`src/rtl/mem_arbiter.sv`:
```
// rtl/mem_arbiter.sv - round-robin arbiter sharing one synchronous RAM between fetch and data ports
//
// Purpose: lets the cpu instruction-fetch port (i_*) and data port (d_*) share a
// single-port synchronous memory (m_*). Requests are accepted with a combinational
// req/ready handshake. Only one read may be in flight, and read data returns through
// the owner's rdata register with a one-cycle rvalid pulse.
//
// Ports:
//   clk, n_reset                        clock (rising edge), async active-low reset
//   i_req, i_addr -> i_ready            fetch request / accept (always a read)
//   i_rvalid, i_rdata                   fetch data pulse / held fetch data
//   d_req, d_we, d_addr, d_wdata        data request (read or write)
//   d_ready                             data request accepted
//   d_rvalid, d_rdata                   data read pulse / held read data
//   m_en, m_we, m_addr, m_wdata         memory access, driven in the accept cycle
//   m_rdata                             memory read data, LATENCY cycles after m_en
//   busy                                a read is in flight
module mem_arbiter #(
  parameter int ADDR_W  = 32,
  parameter int DATA_W  = 32,
  parameter int LATENCY = 2
) (
  input  logic              clk,
  input  logic              n_reset,
  input  logic              i_req,
  input  logic [ADDR_W-1:0] i_addr,
  output logic              i_ready,
  output logic              i_rvalid,
  output logic [DATA_W-1:0] i_rdata,
  input  logic              d_req,
  input  logic              d_we,
  input  logic [ADDR_W-1:0] d_addr,
  input  logic [DATA_W-1:0] d_wdata,
  output logic              d_ready,
  output logic              d_rvalid,
  output logic [DATA_W-1:0] d_rdata,
  output logic              m_en,
  output logic              m_we,
  output logic [ADDR_W-1:0] m_addr,
  output logic [DATA_W-1:0] m_wdata,
  input  logic [DATA_W-1:0] m_rdata,
  output logic              busy
);

  localparam int CNT_W = $clog2(LATENCY + 1);

  typedef enum logic [1:0] {S_IDLE, S_WAIT, S_RESP} state_t;

  state_t            state_q, state_d;
  logic              last_q, last_d;    // last grant: 0 = fetch port, 1 = data port
  logic              owner_q, owner_d;  // owner of the in-flight read, same encoding
  logic [CNT_W-1:0]  cnt_q, cnt_d;
  logic [DATA_W-1:0] i_rdata_q, i_rdata_d;
  logic [DATA_W-1:0] d_rdata_q, d_rdata_d;

  logic accept_ok;
  logic grant_data;

  always_ff @(posedge clk or negedge n_reset) begin
    if (!n_reset) begin
      state_q   <= S_IDLE;
      last_q    <= 1'b0;
      owner_q   <= 1'b0;
      cnt_q     <= '0;
      i_rdata_q <= '0;
      d_rdata_q <= '0;
    end else begin
      state_q   <= state_d;
      last_q    <= last_d;
      owner_q   <= owner_d;
      cnt_q     <= cnt_d;
      i_rdata_q <= i_rdata_d;
      d_rdata_q <= d_rdata_d;
    end
  end

  always_comb begin
    state_d   = state_q;
    last_d    = last_q;
    owner_d   = owner_q;
    cnt_d     = cnt_q;
    i_rdata_d = i_rdata_q;
    d_rdata_d = d_rdata_q;
    i_ready   = 1'b0;
    d_ready   = 1'b0;

    // Readies are combinational from req, so they are gated by reset to keep
    // every output low while n_reset is held.
    accept_ok  = n_reset && (state_q != S_WAIT);
    // Data wins when alone, or when both request and fetch was granted last.
    grant_data = d_req && !(i_req && last_q);

    if (accept_ok && (i_req || d_req)) begin
      d_ready = grant_data;
      i_ready = !grant_data;
    end

    case (state_q)
      S_WAIT: begin
        if (cnt_q == '0) begin
          if (owner_q) d_rdata_d = m_rdata;
          else         i_rdata_d = m_rdata;
          state_d = S_RESP;
        end else begin
          cnt_d = cnt_q - CNT_W'(1);
        end
      end
      default: state_d = S_IDLE;
    endcase

    // A read accept overrides the IDLE default; writes finish in the accept cycle.
    if (i_ready || d_ready) begin
      last_d = d_ready;
      if (i_ready || !d_we) begin
        state_d = S_WAIT;
        cnt_d   = CNT_W'(LATENCY - 1);
        owner_d = d_ready;
      end
    end
  end

  assign m_en     = i_ready || d_ready;
  assign m_we     = d_ready && d_we;
  assign m_addr   = d_ready ? d_addr : (i_ready ? i_addr : '0);
  assign m_wdata  = (d_ready && d_we) ? d_wdata : '0;
  assign i_rvalid = (state_q == S_RESP) && !owner_q;
  assign d_rvalid = (state_q == S_RESP) && owner_q;
  assign i_rdata  = i_rdata_q;
  assign d_rdata  = d_rdata_q;
  assign busy     = (state_q == S_WAIT);

endmodule

```
`config.mk`:
```
export PLATFORM = sky130hd
export DESIGN_NAME = mem_arbiter
export DESIGN_NICKNAME = d
export VERILOG_FILES = /design/src/rtl/mem_arbiter.sv
export SDC_FILE = /design/constraint.sdc
export NUM_CORES = 1
export LEC_CHECK = 0
export CORE_AREA = 3 3 104 106
export DETAILED_ROUTE_END_ITERATION = 16
export DIE_AREA = 0 0 107 109
export GPL_TIMING_DRIVEN = 0
export PLACE_DENSITY = 0.8
export SLEW_MARGIN = 20
export SYNTH_ARGS = -nofsm -noshare
export SYNTH_HDL_FRONTEND = slang
export SYNTH_SLANG_ARGS = --single-unit
```
`constraint.sdc`:
```
create_clock -name clk -period 3.6 [get_ports clk]
set_input_delay 0.72 -clock clk [delete_from_list [all_inputs] [get_ports clk]]
set_output_delay 0.72 -clock clk [all_outputs]
set_load 0.02 [all_outputs]
```
======== Word level (Yosys, flattened, before mapping) ========
Index checks and enable logic that the tools add are counted.
storage, ports and cells
  input port bits ......................... 133
  memories kept ........................... 0
  output and inout port bits .............. 135
  bits in latches ......................... 0
  logic and storage cells ................. 42
  ROM bits ................................ 0
  RAM bits ................................ 0
  bits in registers ....................... 70
operators by class
  divide/modulo/power cells ............... 0
  order comparisons ....................... 0
  reductions and logical operators ........ 18
  mux-type cells .......................... 13
  multipliers ............................. 0
  add/sub/neg operators ................... 1
  eq/ne operators ......................... 3
  shift-type cells ........................ 0
  bitwise operators ....................... 1
operators with widths
  cell                                                                   count
  32-bit 2-to-1 mux                                                      3
  2-bit 2-to-1 mux                                                       8
  1-bit logical AND                                                      7
  3-bit AND reduction                                                    2
  1-bit zero test                                                        4
  1-bit logical OR                                                       3
  2-bit by 1-bit equality test with 1-bit output, second input constant  1
  2-bit equality test, second input constant                             1
  2-bit zero test                                                        1
  1-bit 2-to-1 mux                                                       2
  2-bit by 1-bit != test with 1-bit output, second input constant        1
  2-bit AND reduction                                                    1
  2-bit by 1-bit subtractor with 2-bit output, second input constant     1
  1-bit NOT                                                              1

======== Logic depth before layout (Yosys ltp) ========
Gate-level depths: netlist of the first run.
  depth in word-level cells ............... 8
  depth in mapped cells ................... 5

======== Worst setup path after synthesis of the first run ========
OpenSTA, ideal clock, no wires.
  path kind ............................... input -> output
  start ................................... input i_req
  end ..................................... output m_wdata[23]
  required time ........................... 2.880 ns
  slack ................................... 1.234 ns
  cell stages on the path ................. 4
  data arrival time ....................... 1.646 ns
  path buffers ............................ 1
  path through ............................ nand2_1 and4_1 clkbuf_1 and3_1
on the way
  longest elaborated chain between the ends .. 6
  elaborated cells on any way between the ends .. 8
RTL lines
  item                   RTL line  RTL
  start: declaration     25        input logic i_req,
  1-bit logical AND      91        grant_data = d_req && !(i_req && last_q);
  1-bit zero test        91
  1-bit logical AND      91
  1-bit 2-to-1 mux (*)   93        if (accept_ok && (i_req || d_req)) begin
  net d_ready            34        output logic d_ready,
  1-bit logical AND (*)  125       assign m_wdata = (d_ready && d_we) ? d_wdata : '0;
  32-bit 2-to-1 mux (*)  125
  end: declaration       40        output logic [DATA_W-1:0] m_wdata,
Mark *: on every way through the listed nets, which the timed path passes. The rest lies on a longest branch.

======== Worst setup path after layout of the first run ========
  start ................................... input i_req
  end ..................................... output m_wdata[31]
on the way
  longest elaborated chain between the ends .. 6
  elaborated cells on any way between the ends .. 8
RTL lines
  item                   RTL line
  1-bit logical AND      91
  1-bit zero test        91
  1-bit logical AND      91
  1-bit 2-to-1 mux (*)   93
  1-bit logical AND (*)  125
  32-bit 2-to-1 mux (*)  125
Mark *: on every way between the ends. The rest lies on a longest branch, timed or not.

==> results.md, run 1 <==
- Status: complete, no violations
- Top cell family by delay on the critical path: buffers and inverters
- Chip height: 109 um
- Data required, critical path: around 2.9 ns
- Pwr dens: 726.8 mW/mm^2
- IO Port Bufs: 267
- Number of DRC markers in iteration 0: 180
- Initial antenna violation count: 0
- Mean Syn Cell Area: 13.36 sq um
- H-tree levels: 3
- Tmin final: around 3.5 ns
- Root Buffer: clkbuf_8
- Register area share after synthesis: 53.31%
- Final worst-path cycle share: 96.76%
- RSZ-0062 raised after global routing: false
- Pleak: 2.784 nW
- Share of cells above drive strength 1: between 10% and 20%
- First-pass GRT wire length: a little under 20 mm
- Finished Core Util: 64.22%
- Slew headroom: 71.05%
- Clock Latency Late Sink: between 0.3 and 0.4 ns
- Setup TNS: 0 ns
- Final Max Slew Viols: 0
- TritonCTS clock tree: yes
- Fin cells: 664
- Core area: 0.009864 sq mm
- Crit path depth: 7
- Async SR Flop Fraction: 100.0%
- Max rail drop VDD: just over 500 uV
- Antenna Nets Post-Route: 0
- Wire per inst: 20.08 um
- Top cell type's share of synthesized area: 53.31%
- Setup Viol. Count Final: 0
- Number of synthesized flops with an enable pin: 0
- Final Power: 4.604 mW
- TritonCTS Buffers: 9
- Worst hold margin: 0.3174 ns
- Synth top area cells: dfrtp_1, mux2_2, a22o_1, and3_1, buf_6
- Via density: between 4 and 5
- Synth Cell Area: 0.003286 sq mm
- Netlist cell types: 26
- Cell taking the most area after synthesis: dfrtp_1
- Post-DP HPWL: around 11 mm
- Nature of the critical path startpoint: primary input
- Seq cells post-synth: 70
- Post-synthesis xor/xnor area fraction: 0%
- Ports: 268
- Top FF cell, synth: dfrtp_1
- Layout area overhead: 92.80%
- GRT Total Usage: 22.26%
- Critical path fanouts, max: 10
- Gate Count Post-Synth: 246
- Drt total wl: 13.34 mm
- Placer Congestion: 0.7771
- Vias: 3203
- Final Hold Viols: 0
- Post-Synth Simple-Gate Area: about 11%
- CTS Hold Bufs: 0
- Worst clock skew: 0.006656 ns
- Post-synth top cells: dfrtp_1, mux2_2, a22o_1, and3_1
- Clock Sinks: 70
- Worst stage delay on the critical path: 0.62 ns
- Initial Util: 33.31%
- Most used cell, CP: clkdlybuf4s50_1
- WP buf/inv: 4
- FMAX: 287.1 MHz
- Worst Max-Slew Pin Slew: 0.4343 ns
- Vias in the first global route: 3326
- Warnings, synthesis: 0
- CTS Buffer Depth: 2
- Worst min-delay path class: primary input to async pin
- Post-Synth Adder-Cell Area: 0%
- Rows: 36
- Critical-path cell list: clkdlybuf4s50_1 > nand2_1 > and4_1 > buf_4 > buf_2 > and3_1 > clkdlybuf4s50_1
- Crit Path Class: primary input to output port
- Top-count cell post-synth: dfrtp_1
- Largest family of logic cells by synthesized area: multiplexers
- Clock slew at reported path FFs: 0.07 ns
- CP max-delay cell: clkdlybuf4s50_1
- Post-layout net count: 660
- Post-synthesis mux area share: 21.93%
- Placed Cells: 647
- Synthesized Nets: 379
- DR DRC count: 0
- CP endpoint kind: output port
- Largest net degree at the start of global routing: just over 40
- Max-cap viol count: 0
- Post-synthesis compound-gate area fraction: a little under a tenth
- Global route overflow: 0
- R2R cell count: 5
- Worst EP arrival: 2.76 ns
- Drt pass-1 iters: 4
- Die Width: around 110 um
- Die area: 0.01166 sq mm
- ANT cells: 0
[metal layers]
metal	vias up	wire length (um)	GRT usage, %	share of wire, %
met5	-	0	0	0
met4	0	318	7.397	2.4
met3	14	1359	8.999	10
met2	167	6673	37.77	50
met1	1549	4984	25.71	37
li1	1473	-	-	-
[flip-flops by register name, summed over array words and instances, names as in the netlist]
signal and cells:
owner_q 1, state_q 2, cnt_q 2, last_q 1, i_rdata 32, d_rdata 32
[cells by family (layout without fill, tap and decap cells)]
family,after synthesis,after routing
AND/OR/NAND/NOR,52,52
multiplexers,64,64
buffers and inverters,22,307
flip-flops,70,70
AO/OA/AOI/OAI,38,38
[area by class of cell]
class / count / area (sq um)
inverter: 2 / 7.507
buffer: 20 / 133.9
multi-input combinational: 154 / 1394
tap: 133 / 166.4
timing repair buffer: 270 / 2725
fill: 752 / 3530
clock inverter: 4 / 25.02
sequential: 70 / 1752
clock buffer: 11 / 131.4
[through the flow]
stage	cell area, sq um	setup slack, ns
after floorplan	3286	1.234
after global placement	6125	-2.733
after detailed placement	6142	-0.08968
after CTS	6314	0.003960
after global routing	6335	0.001229
final	6335	0.1167
[placed cells by master, fill, tap and decap left out]
cell and n:
nor2_1 2, buf_6 6, or4b_4 1, nand2b_1 1
nor3b_1 3, mux2_2 63, clkbuf_1 7, clkdlybuf4s50_1 258
o21ai_0 4, dlymetal6s2s_1 8, and3_1 32, nand3b_1 2
a22o_1 32, clkinvlp_4 2, nor4bb_1 1, and2_1 2
buf_12 1, clkinv_2 2, buf_2 6, buf_4 4
a21oi_1 2, inv_2 1, nand2_1 4, nand2b_2 1
dfrtp_1 70, mux2_1 1, clkbuf_2 2, and4_1 1
nor4b_4 1, clkbuf_8 9, nor3b_4 1, inv_1 1
[power by group]
| part | leakage [nW] | internal, mW | total, mW | switching [mW] |
|---|---|---|---|---|
| sequential | 0.831 | 1.19 | 1.40 | 0.215 |
| clock | 0.0752 | 0.244 | 0.520 | 0.276 |
| combinational | 1.88 | 1.43 | 2.68 | 1.26 |
| total | 2.78 | 2.86 | 4.60 | 1.75 |
[path summary, 6_finish.rpt]
path,slack [ns],endpoint,start
min,0.32,i_rdata[10],n_reset
max,0.12,m_wdata[31],i_req
min in group clk,0.50,i_rdata[6],i_rdata[6]
max reg2reg,1.85,i_rdata[22],state_q[1]
max in group asynchronous,2.73,state_q[0],n_reset
min reg2reg,0.50,i_rdata[6],i_rdata[6]
[what timing repair did]
item	CTS	global route
resized for setup	0	10
pin swaps	1	0
setup buffers	2	0
setup endpoints to repair	4	18
(Power assumes the default switching activity.)
==> run 2, diff against run 1 <==
--- a/config.mk
+++ b/config.mk
@@ -5,12 +5,12 @@
 export SDC_FILE = /design/constraint.sdc
 export NUM_CORES = 1
 export LEC_CHECK = 0
+export CAP_MARGIN = 25
 export CORE_AREA = 3 3 104 106
 export DETAILED_ROUTE_END_ITERATION = 16
 export DIE_AREA = 0 0 107 109
 export GPL_TIMING_DRIVEN = 0
 export PLACE_DENSITY = 0.8
-export SLEW_MARGIN = 20
 export SYNTH_ARGS = -nofsm -noshare
 export SYNTH_HDL_FRONTEND = slang
 export SYNTH_SLANG_ARGS = --single-unit
==> run 2 against run 1 <==
Effect of this change:
- clock skew increased by 0.0043 ns
- cell area rose by 1.0%
- maximum frequency shrank 0.64%
- register-to-register slack got worse by 0.02 ns
- critical endpoint is now m_addr[26]
- clock power rose by 39%
- first-iteration DRC count is 1.1% lower
- sequential share of layout area down 0.29 points
- combinational power about the same
- worst setup slack got worse by 0.022 ns
- sequential power barely moved
- global-route usage grew 0.12 points
==> results.md, run 2 (synthesis results as in run 1) <==
- Design area: 0.006401 sq mm (+1.0%)
- Wire per inst: 20.29 um (+1.1%)
- CTS Buffer Depth: 2 (unchanged)
- Rows: 36 (unchanged)
- Register area: 0.001752 sq mm (unchanged)
- Commonest non-fill, non-tap cells in the layout: clkdlybuf4s50_1, dfrtp_1, mux2_2, and3_1, a22o_1
- Slew headroom: 74.78% (+3.7 points)
- Largest net degree at the start of global routing: 75 (+83%)
- Crit Path Class: primary input to output port
- Max-cap viol count: 0 (unchanged)
- Int Pwr: 3.044 mW (+6.6%)
- FMAX: 285.3 MHz (-0.64%)
- Sw Ratio: 36.76% (-1.2 points)
- Drt pass-1 iters: 4 (unchanged)
- Clock power share: 15.0% (+3.7 points)
- Critical path fanouts, max: 10 (unchanged)
- Pleak: 2.786 nW (about the same)
- Clock Sinks: 70 (unchanged)
- CTS Hold Bufs: 0 (unchanged)
- Power share of the combinational group: 55.8% (-2.4 points)
- Vias: 3219 (+0.50%)
- Nature of the critical path startpoint: primary input
- Worst hold margin: 0.2780 ns (-0.03937 ns)
- Clock Latency Late Sink: 0.34 ns (about the same)
- Worst min-delay path class: primary input to async pin
- Initial Util: 33.31% (unchanged)
- Footprint of the multi-input gates: 0.001394 sq mm (unchanged)
- Most common cell after layout, fill and taps aside: clkdlybuf4s50_1
- Tmin final: 3.506 ns (+0.02227 ns)
- Finished Core Util: 64.89% (+0.67 points)
- Placed Instance Area: 0.006122 sq mm (-0.33%)
- Worst Max-Slew Pin Slew: 0.3783 ns (-0.05599 ns)
- Clock slew at reported path FFs: 0.08 ns (about the same)
- Max rail drop VDD: 591.4 uV (+17%)
- Filler instances: 715 (-4.9%)
- Psw: 1.769 mW (+1.3%)
- Die Width: 107 um (unchanged)
- Final worst-path cycle share: 97.38% (+0.62 points)
- Worst clock skew: 0.01092 ns (+0.004262 ns)
- Number of DRC markers in iteration 0: 178 (-1.1%)
- Reg power frac: 29.2% (-1.3 points)
- Final Hold Viols: 0 (unchanged)
- Setup Viol. Count Final: 0 (unchanged)
- Data required, critical path: 2.88 ns (about the same)
- Initial antenna violation count: 0 (unchanged)
- Core area: 0.009864 sq mm (unchanged)
- Antenna Nets Post-Route: 0 (unchanged)
- RSZ-0062 raised after global routing: false
- Vias in the first global route: 3348 (+0.66%)
- TritonCTS clock tree: yes
- Chip height: 109 um (unchanged)
- CP endpoint kind: output port
- Setup TNS: 0 ns (unchanged)
- First-pass GRT wire length: 19.64 mm (+0.85%)
- Share of cells above drive strength 1: 19.17% (+0.34 points)
- IO Port Bufs: 267 (unchanged)
- Layout area overhead: 94.82%
- Drt total wl: 13.50 mm (+1.2%)
- Pwr dens: 751.9 mW/mm^2 (+3.5%)
- H-tree levels: 3 (unchanged)
- ANT cells: 0 (unchanged)
- Worst EP arrival: 2.79 ns (+0.03 ns)
- TritonCTS Buffers: 9 (unchanged)
- DR DRC count: 0 (unchanged)
- Root Buffer: clkbuf_8
- Placer Congestion: 0.7771 (unchanged)
- Die area: 0.01166 sq mm (unchanged)
- GRT Total Usage: 22.37% (+0.12 points)
- Ports: 268 (unchanged)
- Final Max Slew Viols: 0 (unchanged)
- Post-DP HPWL: 10.82 mm (-0.29%)
- Via density: 4.841 (+0.35%)
- Global route overflow: 0 (unchanged)
- Status: complete, no violations
- Post-layout net count: 660 (unchanged)
run 2: per-layer routing:
layer / GRT usage, % / share of wire, % / vias up
met5: 0 / 0 / -
met4: 5.205 / 1.0 / 0
met3: 9.355 / 9.8 / 8
met2: 39.12 / 52 / 159
met1: 25.60 / 38 / 1574
li1: - / - / 1478
run 2: worst paths after layout:
check,slack (ns),from,end,depth (start not counted)
max,0.09,i_req,m_addr[26],7
min,0.28,n_reset,i_rdata[10],1
max reg2reg,1.83,state_q[1],i_rdata[26],5
min reg2reg,0.50,i_rdata[6],i_rdata[6],1
max in group asynchronous,3.02,n_reset,last_q,1
min in group clk,0.50,i_rdata[6],i_rdata[6],1
run 2: area by class of cell:
| class | instances | share of cell area [%] |
|---|---|---|
| inverter | 2 | 0.1173 |
| buffer | 20 | 2.091 |
| timing repair buffer | 270 | 42.42 |
| sequential | 70 | 27.37 |
| tap | 133 | 2.600 |
| multi-input combinational | 154 | 21.77 |
| clock inverter | 4 | 1.212 |
| clock buffer | 12 | 2.424 |
run 2: power by group through the flow:
stage	registers (mW)	logic (mW)	clock network [mW]
after detailed placement	1.42	2.70	0
after floorplan	1.85	0.883	0
final	1.40	2.69	0.723
after CTS	1.41	2.72	0.747
after global routing	1.46	2.83	0.782
after global placement	1.39	2.66	0
run 2: what timing repair did:
item | in CTS | in global routing
hold endpoints to repair | 0 | 0
buffers inserted | 3 | 0
pin swaps | 1 | 0
endpoints found under the setup margin | 66 | 14
gates resized for setup | 5 | 7
run 2: worst max-delay path: stages:
cell	delay, ns
clkdlybuf4s50_1	0.44
nand2_1	0.08
and4_1	0.24
buf_4	0.19
buf_2	0.25
a22o_1	0.21
clkdlybuf4s50_1	0.65
run 2: through the flow:
stage / power [mW] / worst slack [ns] / std cells
floorplan: 2.738 / 1.234 / 246
global placement: 4.048 / -2.733 / 646
detailed placement: 4.118 / -0.4900 / 646
CTS: 4.874 / 0.008832 / 665
global route: 5.071 / 0.0005513 / 665
finish: 4.813 / 0.09438 / 665
==> run 3, diff against run 2 <==
--- a/config.mk
+++ b/config.mk
@@ -10,6 +10,7 @@
 export DETAILED_ROUTE_END_ITERATION = 16
 export DIE_AREA = 0 0 107 109
 export GPL_TIMING_DRIVEN = 0
+export HOLD_SLACK_MARGIN = 0.12
 export PLACE_DENSITY = 0.8
 export SYNTH_ARGS = -nofsm -noshare
 export SYNTH_HDL_FRONTEND = slang
==> results of run 3 <==
The final DEF is identical to that of run 2; final timing and power are the same.
